===== src/rtl/tq_pkg.sv =====
// Shared types and helpers for the transform-quantise control blocks.
// Holds transize encodings, the stage1 controller state enum and issue-count lookup.
package tq_pkg;

  localparam int CNT_W = 6;

  typedef enum logic [1:0] {
    TS_4  = 2'd0,
    TS_8  = 2'd1,
    TS_16 = 2'd2,
    TS_32 = 2'd3
  } transize_e;

  typedef enum logic [1:0] {
    IDLE  = 2'd0,
    ISSUE = 2'd1,
    DRAIN = 2'd2,
    DONE  = 2'd3
  } state_e;

  // Row issues per block: N*N/32 lanes, never fewer than one.
  function automatic logic [CNT_W-1:0] issue_n(input logic [1:0] transize);
    logic [CNT_W-1:0] n;
    case (transize)
      TS_4:    n = 6'd1;
      TS_8:    n = 6'd2;
      TS_16:   n = 6'd8;
      default: n = 6'd32;
    endcase
    return n;
  endfunction

endpackage


===== src/rtl/tq_valid_delay.sv =====
// Fixed-depth valid pipeline matching the buffer read latency.
// DEPTH=0 is a straight wire.
module tq_valid_delay #(
  parameter int DEPTH = 1
) (
  input  logic clk,
  input  logic rst,
  input  logic din,
  output logic dout
);

  if (DEPTH == 0) begin : g_pass
    assign dout = din;
  end else begin : g_pipe
    logic [DEPTH-1:0] sr;

    always_ff @(posedge clk or negedge rst) begin
      if (!rst) begin
        sr <= '0;
      end else begin
        sr[0] <= din;
        for (int i = 1; i < DEPTH; i++) sr[i] <= sr[i-1];
      end
    end

    assign dout = sr[DEPTH-1];
  end

endmodule


===== src/rtl/stage1_ctrl.sv =====
// Sequences one transform block through stage1: latches config, issues row reads,
// counts stage1 returns and pulses done on the last one.
module stage1_ctrl
  import tq_pkg::*;
#(
  parameter int RD_LAT = 1,
  parameter int ADDR_W = 5
) (
  input  logic              clk,
  input  logic              rst,
  input  logic              start,
  input  logic [1:0]        transize_in,
  input  logic              inverse_in,
  input  logic              stall,
  output logic              ready,
  output logic              busy,
  output logic              rd_en,
  output logic [ADDR_W-1:0] rd_addr,
  output logic              s1_valid,
  output logic              s1_inverse,
  output logic [1:0]        s1_transize,
  input  logic              s1_ovalid,
  output logic              done,
  output logic              err,
  output logic [1:0]        state_dbg
);

  // Handshake: a block is accepted on any cycle with start=1 and ready=1;
  // start is a single-cycle request and is ignored whenever ready=0.

  state_e            state, state_nxt;
  logic [ADDR_W-1:0] issue_cnt;
  logic [CNT_W-1:0]  ret_cnt, ret_cnt_nxt, issue_total;
  logic [1:0]        ts_q;
  logic              inv_q;
  logic              accept, last_issue, ret_ok, ret_bad;

  assign issue_total = issue_n(ts_q);
  assign accept      = (state == IDLE) && start;
  assign last_issue  = (CNT_W'(issue_cnt) == (issue_total - CNT_W'(1)));

  // A return is legal only inside a block and only while returns are outstanding.
  assign ret_ok      = s1_ovalid && (state != IDLE) && (ret_cnt != issue_total);
  assign ret_bad     = s1_ovalid && !ret_ok;
  assign ret_cnt_nxt = ret_cnt + CNT_W'(ret_ok);

  always_comb begin
    state_nxt = state;
    rd_en     = 1'b0;
    case (state)
      IDLE: begin
        if (start) state_nxt = ISSUE;
      end
      ISSUE: begin
        if (!stall) begin
          rd_en = 1'b1;
          if (last_issue) state_nxt = (ret_cnt_nxt == issue_total) ? DONE : DRAIN;
        end
      end
      DRAIN: begin
        if (ret_cnt_nxt == issue_total) state_nxt = DONE;
      end
      DONE: begin
        state_nxt = IDLE;
      end
      default: state_nxt = IDLE;
    endcase
  end

  always_ff @(posedge clk or negedge rst) begin
    if (!rst) begin
      state     <= IDLE;
      issue_cnt <= '0;
      ret_cnt   <= '0;
      ts_q      <= '0;
      inv_q     <= 1'b0;
      err       <= 1'b0;
    end else begin
      state <= state_nxt;
      if (accept) begin
        ts_q      <= transize_in;
        inv_q     <= inverse_in;
        issue_cnt <= '0;
        ret_cnt   <= '0;
      end else begin
        // Clear the row index after the final issue so rd_addr rests at 0.
        if (rd_en) issue_cnt <= last_issue ? '0 : issue_cnt + 1'b1;
        ret_cnt <= ret_cnt_nxt;
      end
      if (ret_bad) err <= 1'b1;
    end
  end

  tq_valid_delay #(.DEPTH(RD_LAT)) u_valid_delay (
    .clk  (clk),
    .rst  (rst),
    .din  (rd_en),
    .dout (s1_valid)
  );

  assign ready       = (state == IDLE);
  assign busy        = ~ready;
  assign done        = (state == DONE);
  assign rd_addr     = issue_cnt;
  assign s1_inverse  = inv_q;
  assign s1_transize = ts_q;
  assign state_dbg   = state;

endmodule

===== config.mk =====
export PLATFORM = sky130hd
export DESIGN_NAME = stage1_ctrl
export DESIGN_NICKNAME = d
export VERILOG_FILES = /design/src/rtl/tq_pkg.sv /design/src/rtl/tq_valid_delay.sv /design/src/rtl/stage1_ctrl.sv
export SDC_FILE = /design/constraint.sdc
export NUM_CORES = 1
export LEC_CHECK = 0
export ABC_AREA = 1
export BUFFER_PORTS_ARGS = -buffer_cell sky130_fd_sc_hd__buf_4
export CELL_PAD_IN_SITES_DETAIL_PLACEMENT = 0
export CELL_PAD_IN_SITES_GLOBAL_PLACEMENT = 2
export CORE_MARGIN = 2
export CORE_UTILIZATION = 30
export DETAILED_ROUTE_END_ITERATION = 8
export PLACE_DENSITY_LB_ADDON = 0.05
export SYNTH_ARGS = -nofsm -noshare
export SYNTH_HDL_FRONTEND = slang
export SYNTH_SLANG_ARGS = --single-unit

===== constraint.sdc =====
create_clock -name clk -period 2.7 [get_ports clk]
set_input_delay 0.54 -clock clk [delete_from_list [all_inputs] [get_ports clk]]
set_output_delay 0.54 -clock clk [all_outputs]
set_load 0.05 [all_outputs]

==> results of run 1 <==
## cell usage after synthesis, drive strengths merged
master	instances
nand4	3
o21ai	3
nor2	16
buf	2
a211oi	2
a21oi	8
xor2	3
inv	30
o22ai	3
nor4	1
nand3b	1
nand2	57
clkbuf	1
ha	9
nand3	16
dfrtp	18
o211ai	1
## per-layer routing
metal  up-vias  share of wire [%]  global-route usage [%]
met5         -                  0                       0
met4         0               0.66                    4.41
met3         2                3.0                    3.08
met2        17                 46                    23.6
met1       507                 50                    19.4
li1        616                  -                       -
## through the flow
step,setup TNS (ps),util (%)
3_5_place_dp,-3.07,36.8
5_1_grt,-57.7,41.1
4_1_cts,0,38.2
2_1_floorplan,0,-
3_3_place_gp,0,36.8
6_report,0,41.1
## critical path: stages (launching register included)
cell,delay (ps)
dfrtp_2,440
clkinv_4,100
nand2_4,50
nand2_1,60
nand2_1,50
nor4_1,250
nand2_1,120
nand2_2,100
inv_2,50
ha_4,170
ha_4,260
inv_2,30
nand3_1,50
nand2_1,60
nor2_1,110
nand2_1,70
nor2_2,120
nand2_1,80
nand2_2,110
nand3_2,60
nand2_1,50
nand2_1,50
## layout by cell type, fill, tap and decap left out, types with 2 or more instances in the layout
cell / count
nand2_1: 51
ha_1: 6
nand2_4: 2
nand4_1: 2
a21oi_1: 7
dfrtp_1: 16
o22ai_1: 3
nor2_1: 12
dfrtp_2: 2
inv_2: 4
o21ai_0: 3
ha_4: 2
a211oi_1: 2
nor2_2: 3
nand3_1: 15
buf_4: 34
inv_1: 24
xor2_1: 3
clkbuf_8: 4
nand2_2: 4
## state kept, by name, summed over array words and instances (netlist names)
signal and flops:
s1_inverse 1, rd_addr 5, err 1, ret_cnt 6, state_dbg 2, s1_transize 2, u_valid_delay.dout 1
## power breakdown
group | switching, mW | internal [mW]
sequential | 0.137 | 0.358
combinational | 0.918 | 0.565
clock | 0.0980 | 0.130
## final timing paths
kind,endpoint,cells past startpoint,start
max in group asynchronous,s1_transize[0],1,rst
max reg2reg,state_dbg[0],21,s1_transize[1]
min reg2reg,err,2,err
min in group clk,err,2,err
max,state_dbg[0],21,s1_transize[1]
min,ret_cnt[5],1,rst
## kinds of logic (layout without fill, tap and decap cells)
kind of cell	Yosys count	count (layout)	synth area share, %
AOI/OAI and AO/OA	17	17	8.54
adders and majority gates	9	9	8.94
and+or+nand+nor	94	94	33.6
xor gates and xnor gates	3	3	2.09
DFF	18	18	35.7
buffers and inverters	33	68	11.1
## what timing repair did
action | 4_1_cts | 5_1_grt
setup endpoints to repair | 1 | 2
setup buffers | 0 | 10
resized for setup | 1 | 12
hold buffers | 0 | 0
pin swaps | 0 | 13
## layout make-up
| class | count | area share [%] |
|---|---|---|
| flip-flops and latches | 18 | 27.3 |
| multi-input cells | 123 | 42.9 |
| repair buffers | 34 | 15.4 |
| inverters | 30 | 7.25 |
| well taps | 50 | 3.77 |
| clock buffers | 4 | 3.32 |
==> reports/results.env, run 1 <==
PLACED_WIRE_LENGTH_ESTIMATE_UM=2460
SYN-NUM-NETS=191
ROUTED-VIA-COUNT=1142
FP.DIEAREA_UM2=4730
CTS-ROOT-TO-SINK-BUFFERS=2
TRITONCTS='yes'
INITIAL_CELL_DENSITY_OF_THE_CORE_PCT=31.3
STATUS='complete, no violations'
FINALWORSTPATHREQUIREDPERIOD_PS=2550
FIRST_PASS_ITERS=4
PATH_CLASS='register to register'
DETAIL_ROUTE.DRC_VIOLATIONS=0
CTS.CLK_SLEW.WORST_PATHS_PS=70
ANTENNA_FOUND_INITIAL=0
CTS-BUFFERS-INSERTED=3
POSTROUTEANTENNANETS=0
POWER.TOTAL_mW=2.21
TOTAL_LEAKAGE_POWER_nW=0.879
CHIPHEIGHT_UM=68.8
WORST_HOLD_PATH_TYPE='input pin to asynchronous set/reset pin'
POST_LAYOUT_NONFILLER_INSTANCES=259
NETLIST-CELL-TYPE-COUNT=26
SYN_AVG_CELL_AREA_UM2=7.24
DPL-INSTANCE-AREA_UM2=1480
FINAL.FILL_COUNT=423
HOLD_VIOL_FINAL=0
CRITICAL_PATH_START_TYPE='register'
TOTAL_ROUTING_USAGE_GR_PCT=14.5
DP_WORST_SETUP_SLACK_PS=-3.07
REGAREA_UM2=453
TIMING.CRITICAL_PATH.TO_TYPE='register'
CTSHTREEMAXLEVEL=1
IO_PINS=24
SYNTH.TOP_CELLS.BY_AREA='dfrtp_1 36%, nand2_1 16%, ha_1 8.9%'
DESIGN_AREA_UM2=1660
TIMING.FINAL.SETUP_VIOLATIONS=0
DRT_ITER0_MARKERS=44
MAPPEDNETLISTAREA_UM2=1260
GRT_PASS1_VIAS=1074
SYNTH_AREA_LEADER_CELL='dfrtp_1'
GPL.FINAL_WEIGHTED_CONGESTION=0.737
DRV_SLEW=0
REQUIRED_PS=2850
DIE_X_UM=68.8
CLOCK_SKEW_AFTER_LAYOUT_PS=1.42
MULTIINPUTGATEAREA_UM2=712
CTS_SINKS=18
VDD.IR_DROP.WORST_mV=0.594
CRITPATHARRIVALTIME_PS=2690
TIGHTEST_SLEW_PS=362
YOSYS_WARNINGS=0
YS_SEQ_AREA_SHARE_PCT=35.7
GRT_MAX_DEGREE=19
GRT_FIRST_PASS_WIRELENGTH_UM=5040
POWERDENSITY_nW_PER_UM2=1330
CLOCKROOTBUFFER='clkbuf_8'
FINAL_LAYOUT_SIZE_SUFFIX_GT1_SHARE_PCT=29.7
SYNTHESIS.INSTANCES=174
FMAX_MHz=393
CORE_UM2=4030
YOSYS.AREA.TOP_TYPE_SHARE_PCT=35.7
N_ANTENNA_CELL=0
LAYOUT.NETS=227
PLACED_CELLS_INCL_TAPS=245
MAX_SLEW_MARGIN_PCT=75.9
DRT-VIAS-PER-INSTANCE=4.41
SYN2LAYOUT_AREA_GROWTH_PCT=31.6
FIN_WORST_HOLD_SLACK_PS=143
DRT-TOTAL-WL_UM=3170
WORSTPATHMAXFANOUT=7
YS_FF_LATCH=18
PER_CELL_ROUTED_WIRE_LENGTH_UM=12.2
DRV_CAP=0
PORT_BUFFERS=23
GRT_REMAINING_OVERFLOW=0
STD_CELL_ROWS=23
R2R_SETUP_SLACK_PS=150
LAYOUT_SETUP_WS_PS=155
MIN_PERIOD_OVER_PERIOD_PCT=94.3
CLOCK_LATENCY_PS=250
Power figures use the tool's default switching activity.
==> inputs of run 2 (changes only) <==
Settings changed: ABC_AREA 1 to 0, BUFFER_PORTS_ARGS -buffer_cell sky130_fd_sc_hd__buf_4 to -buffer_cell sky130_fd_sc_hd__buf_2, CORE_UTILIZATION 30 to 32.
==> run 2 against run 1 <==
Effect of this change:
- the run now ends with setup timing left
- register-to-register slack lost 440 ps
- critical endpoint is now state_dbg[1]
- area after synthesis shrank 4.1%
- die area decreased by 9.5%
- highest routed layer unchanged
- global-route usage is 1.5 points higher
- combinational power increased by 3%
- count of clock-buffer cells in the layout decreased by 1
- via count shrank 3.0%
- critical path type unchanged
- sequential power down 5.5%
- flip-flop and latch count is the same
- total power down 1.2%
- non-clock buffer count increased by 14
==> reports/results.env, run 2 <==
STATUS='finished with violations'
VIOLATIONS='setup timing'
MAX_FLOP_REGISTER='ret_cnt'
R2R_SETUP_SLACK_PS=-280  # -440 ps
CTS-BUFFERS-INSERTED=3  # unchanged
CLOCKROOTBUFFER='clkbuf_8'
WORST_PATH_LARGEST_CELL_DELAY_PS=490  # +50 ps
CRITPATHSLOWESTCELL='dfrtp_2'
FINAL_LAYOUT_SIZE_SUFFIX_GT1_SHARE_PCT=41.6  # +12 points
CTS.CLK_SLEW.WORST_PATHS_PS=70  # about the same
GRTUSAGEMET2_PCT=28.2  # +4.6 points
SYN_AVG_CELL_AREA_UM2=9.09  # +26%
ASYNC_RESET_FF_SHARE_PCT=100  # unchanged
REG2REG_LAUNCH_POINT='s1_transize[1]'
CLOCK_SKEW_AFTER_LAYOUT_PS=1.81  # +0.394 ps
LAYOUT.NETS=197  # -13%
GRT.BUSIEST_LAYER='met2'
TIMING.FINAL.SETUP_VIOLATIONS=2  # +2
CRIT_PATH_CELL_TRACE='nor2b_4 -> o21ai_1 -> o21ai_1 -> nor4_2 -> nor3b_1 -> ha_2 -> ha_4 -> or4_4 -> a311oi_4 -> o21ai_2 -> mux2_4'
PER_CELL_ROUTED_WIRE_LENGTH_UM=13.6  # +11%
CHIPHEIGHT_UM=65.5  # -4.9%
PORT_BUFFERS=23  # unchanged
DRT-TOTAL-WL_UM=3080  # -2.7%
ROUTED-VIA-COUNT=1108  # -3.0%
FINALWORSTPATHREQUIREDPERIOD_PS=2980  # +436 ps
SYN-NUM-NETS=150  # -21%
SYNTH.TOP_CELLS.BY_COUNT='18 x dfrtp_1, 15 x nand2_1, 13 x nor2_1, 9 x ha_1'
SYN2LAYOUT_AREA_GROWTH_PCT=38.1
MET3_TRACK_USAGE_GR_PCT=2.05  # -1.0 points
N_ANTENNA_CELL=0  # unchanged
TIGHTEST_SLEW_PS=489  # +128 ps
CLOCK_LATENCY_PS=250  # about the same
CTS_SINKS=18  # unchanged
REQUIRED_PS=2840  # about the same
GRT_PASS1_VIAS=1109  # +3.3%
MOST_COMMON_LIBRARY_CELL_IN_THE_LAYOUT_IGNORING_FILL_AND_TAPS='buf_4'
GRT_FIRST_PASS_WIRELENGTH_UM=5200  # +3.1%
SYNTH.TOP_CELLS.BY_AREA='dfrtp_1 37%, ha_1 9.3%, nand2_1 4.7%'
CRITPATHARRIVALTIME_PS=3120  # +430 ps
FMAX_MHz=335  # -15%
SYNTH_AREA_LEADER_CELL='dfrtp_1'
WORST_HOLD_PATH_TYPE='input pin to asynchronous set/reset pin'
RSZ_0062_RAISED_AFTER_GLOBAL_ROUTING='true'
POWERDENSITY_nW_PER_UM2=1310  # -1.9%
DIE_X_UM=65.5  # -4.9%
STD_CELL_ROWS=22  # -4.3%
TRITONCTS='yes'
INITIAL_CELL_DENSITY_OF_THE_CORE_PCT=33.3  # +2.0 points
YOSYS_WARNINGS=0  # unchanged
SYNTH_ENABLE_FLOP_CELLS=0  # unchanged
CTS-ROOT-TO-SINK-BUFFERS=2  # unchanged
CRITICAL_PATH_START_TYPE='register'
SYNTHESIS.INSTANCES=133  # -24%
GRT_MAX_DEGREE=19  # unchanged
TIMING.CRITICAL_PATH.TO_TYPE='register'
GPL.FINAL_WEIGHTED_CONGESTION=0.870  # +18%
GRT_REMAINING_OVERFLOW=0  # unchanged
LARGEST_REGISTER_FF_COUNT=6  # unchanged
USE_MET1_PCT=20.0  # +0.58 points
YS_FF_LATCH=18  # unchanged
R2R.WORST_PATH.CELLS=11  # -48%
PLACED_CELLS_INCL_TAPS=220  # -10%
POSTROUTEANTENNANETS=0  # unchanged
VDD.IR_DROP.WORST_mV=0.457  # -23%
FP.DIEAREA_UM2=4280  # -9.5%
FINALSETUPTNS_PS=-536  # -536 ps
REGTOREGENDPOINT='state_dbg[1]'
LAYOUT_SETUP_WS_PS=-282  # -436 ps
FINAL.FILL_COUNT=372  # -12%
SYNTH_FLOP_CELL='dfrtp_1'
IO_PINS=24  # unchanged
MOST-COMMON-LAYOUT-CELLS='25 x buf_4, 23 x buf_2, 15 x nand2_1'
ANTENNA_FOUND_INITIAL=0  # unchanged
CRIT_PATH_FREQUENT_CELL='o21ai_1'
MAPPEDNETLISTAREA_UM2=1210  # -4.1%
DETAIL_ROUTE.DRC_VIOLATIONS=0  # unchanged
NETLIST-CELL-TYPE-COUNT=38  # +46%
DRV_CAP=0  # unchanged
MULTIINPUTGATEAREA_UM2=779  # +9.5%
TOTAL_ROUTING_USAGE_GR_PCT=16.1  # +1.5 points
POST_LAYOUT_NONFILLER_INSTANCES=226  # -13%
FIRST_PASS_ITERS=4  # unchanged
PATH_CLASS='register to register'
CTSHTREEMAXLEVEL=1  # unchanged
PLACED_WIRE_LENGTH_ESTIMATE_UM=2370  # -3.6%
YS_SEQ_AREA_SHARE_PCT=37.3  # +1.5 points
MAX_SLEW_MARGIN_PCT=67.2  # -8.7 points
POSTLAYOUTCOREUTIL_PCT=45.9  # +4.8 points
POST-SYNTH-TOP-COUNT-CELL='dfrtp_1'
MIN_PERIOD_OVER_PERIOD_PCT=110  # +16 points
DRV_SLEW=0  # unchanged
REGAREA_UM2=455  # +0.55%
DRT_ITER0_MARKERS=24  # -45%
WORSTPATHMAXFANOUT=8  # +1
TOTAL_LEAKAGE_POWER_nW=0.795  # -9.6%
CORE_UM2=3630  # -9.8%
YOSYS.AREA.TOP_TYPE_SHARE_PCT=37.3  # +1.5 points
CTSHOLDBUFFERS=0  # unchanged
DRT-VIAS-PER-INSTANCE=4.90  # +11%
HOLD_VIOL_FINAL=0  # unchanged
-- run 2: how the worst max path moves through the flow --
| stage | cells after the start | end | start | slack (ps) |
|---|---|---|---|---|
| 2_1_floorplan | 12 | state_dbg[1] | s1_transize[0] | -340 |
| 4_1_cts | 11 | state_dbg[1] | s1_transize[1] | -270 |
| 3_3_place_gp | 12 | state_dbg[1] | s1_transize[1] | -230 |
| 3_5_place_dp | 11 | state_dbg[1] | s1_transize[1] | -270 |
| 5_1_grt | 11 | state_dbg[1] | s1_transize[1] | -400 |
| 6_report | 11 | state_dbg[1] | s1_transize[1] | -280 |
-- run 2: cell families (layout without fill, tap and decap cells) --
logic type | after synthesis | count (layout) | share of synthesized area, %
buf+inv | 14 | 59 | 4.55
mux | 1 | 1 | 1.24
compound gates | 23 | 23 | 14.3
fa+ha+maj | 9 | 9 | 9.32
xor+xnor | 11 | 11 | 7.97
simple gates | 57 | 57 | 25.4
flops | 18 | 18 | 37.3
-- run 2: layout make-up --
type | count | area share, %
repair buffers | 48 | 18.1
clock buffers | 3 | 2.47
well taps | 48 | 3.60
multi-input cells | 101 | 46.7
inverters | 8 | 1.80
flip-flops and latches | 18 | 27.3
-- run 2: layer usage --
layer | share of wire, % | wire, um
met5 | 0 | 0
met4 | 1.3 | 39
met3 | 2.1 | 65
met2 | 49 | 1510
met1 | 48 | 1470
-- run 2: metrics by stage --
step / setup WS [ps] / instance area (um2) / hold slack (ps) / power [mW]
floorplan: -336 / 1270 / 244 / 1.49
global placement: -225 / 1570 / 446 / 1.89
detailed placement: -268 / 1570 / 451 / 1.91
CTS: -268 / 1640 / 233 / 2.15
global route: -399 / 1670 / 246 / 2.34
finish: -282 / 1670 / 219 / 2.18
-- run 2: worst max-delay path, delay by kind of cell (launching register included) --
kind / cells / cell delay [ps]
fa+ha+maj: 2 / 450
compound gates: 4 / 610
flops: 1 / 490
simple gates: 4 / 1010
mux: 1 / 300
-- run 2: power breakdown --
group	total [mW]	switching [mW]	leakage [nW]	internal (mW)
Clock	0.194	0.0946	0.0216	0.0992
Sequential	0.467	0.108	0.226	0.359
Combinational	1.52	0.856	0.547	0.662
-- run 2: timing repair --
action | in CTS | in global routing
endpoints found under the setup margin | 2 | 2
resized for setup | 2 | 3
pin swaps | 1 | 1
cloned | 0 | 0
hold endpoints to repair | 0 | 0
setup buffers | 2 | 1
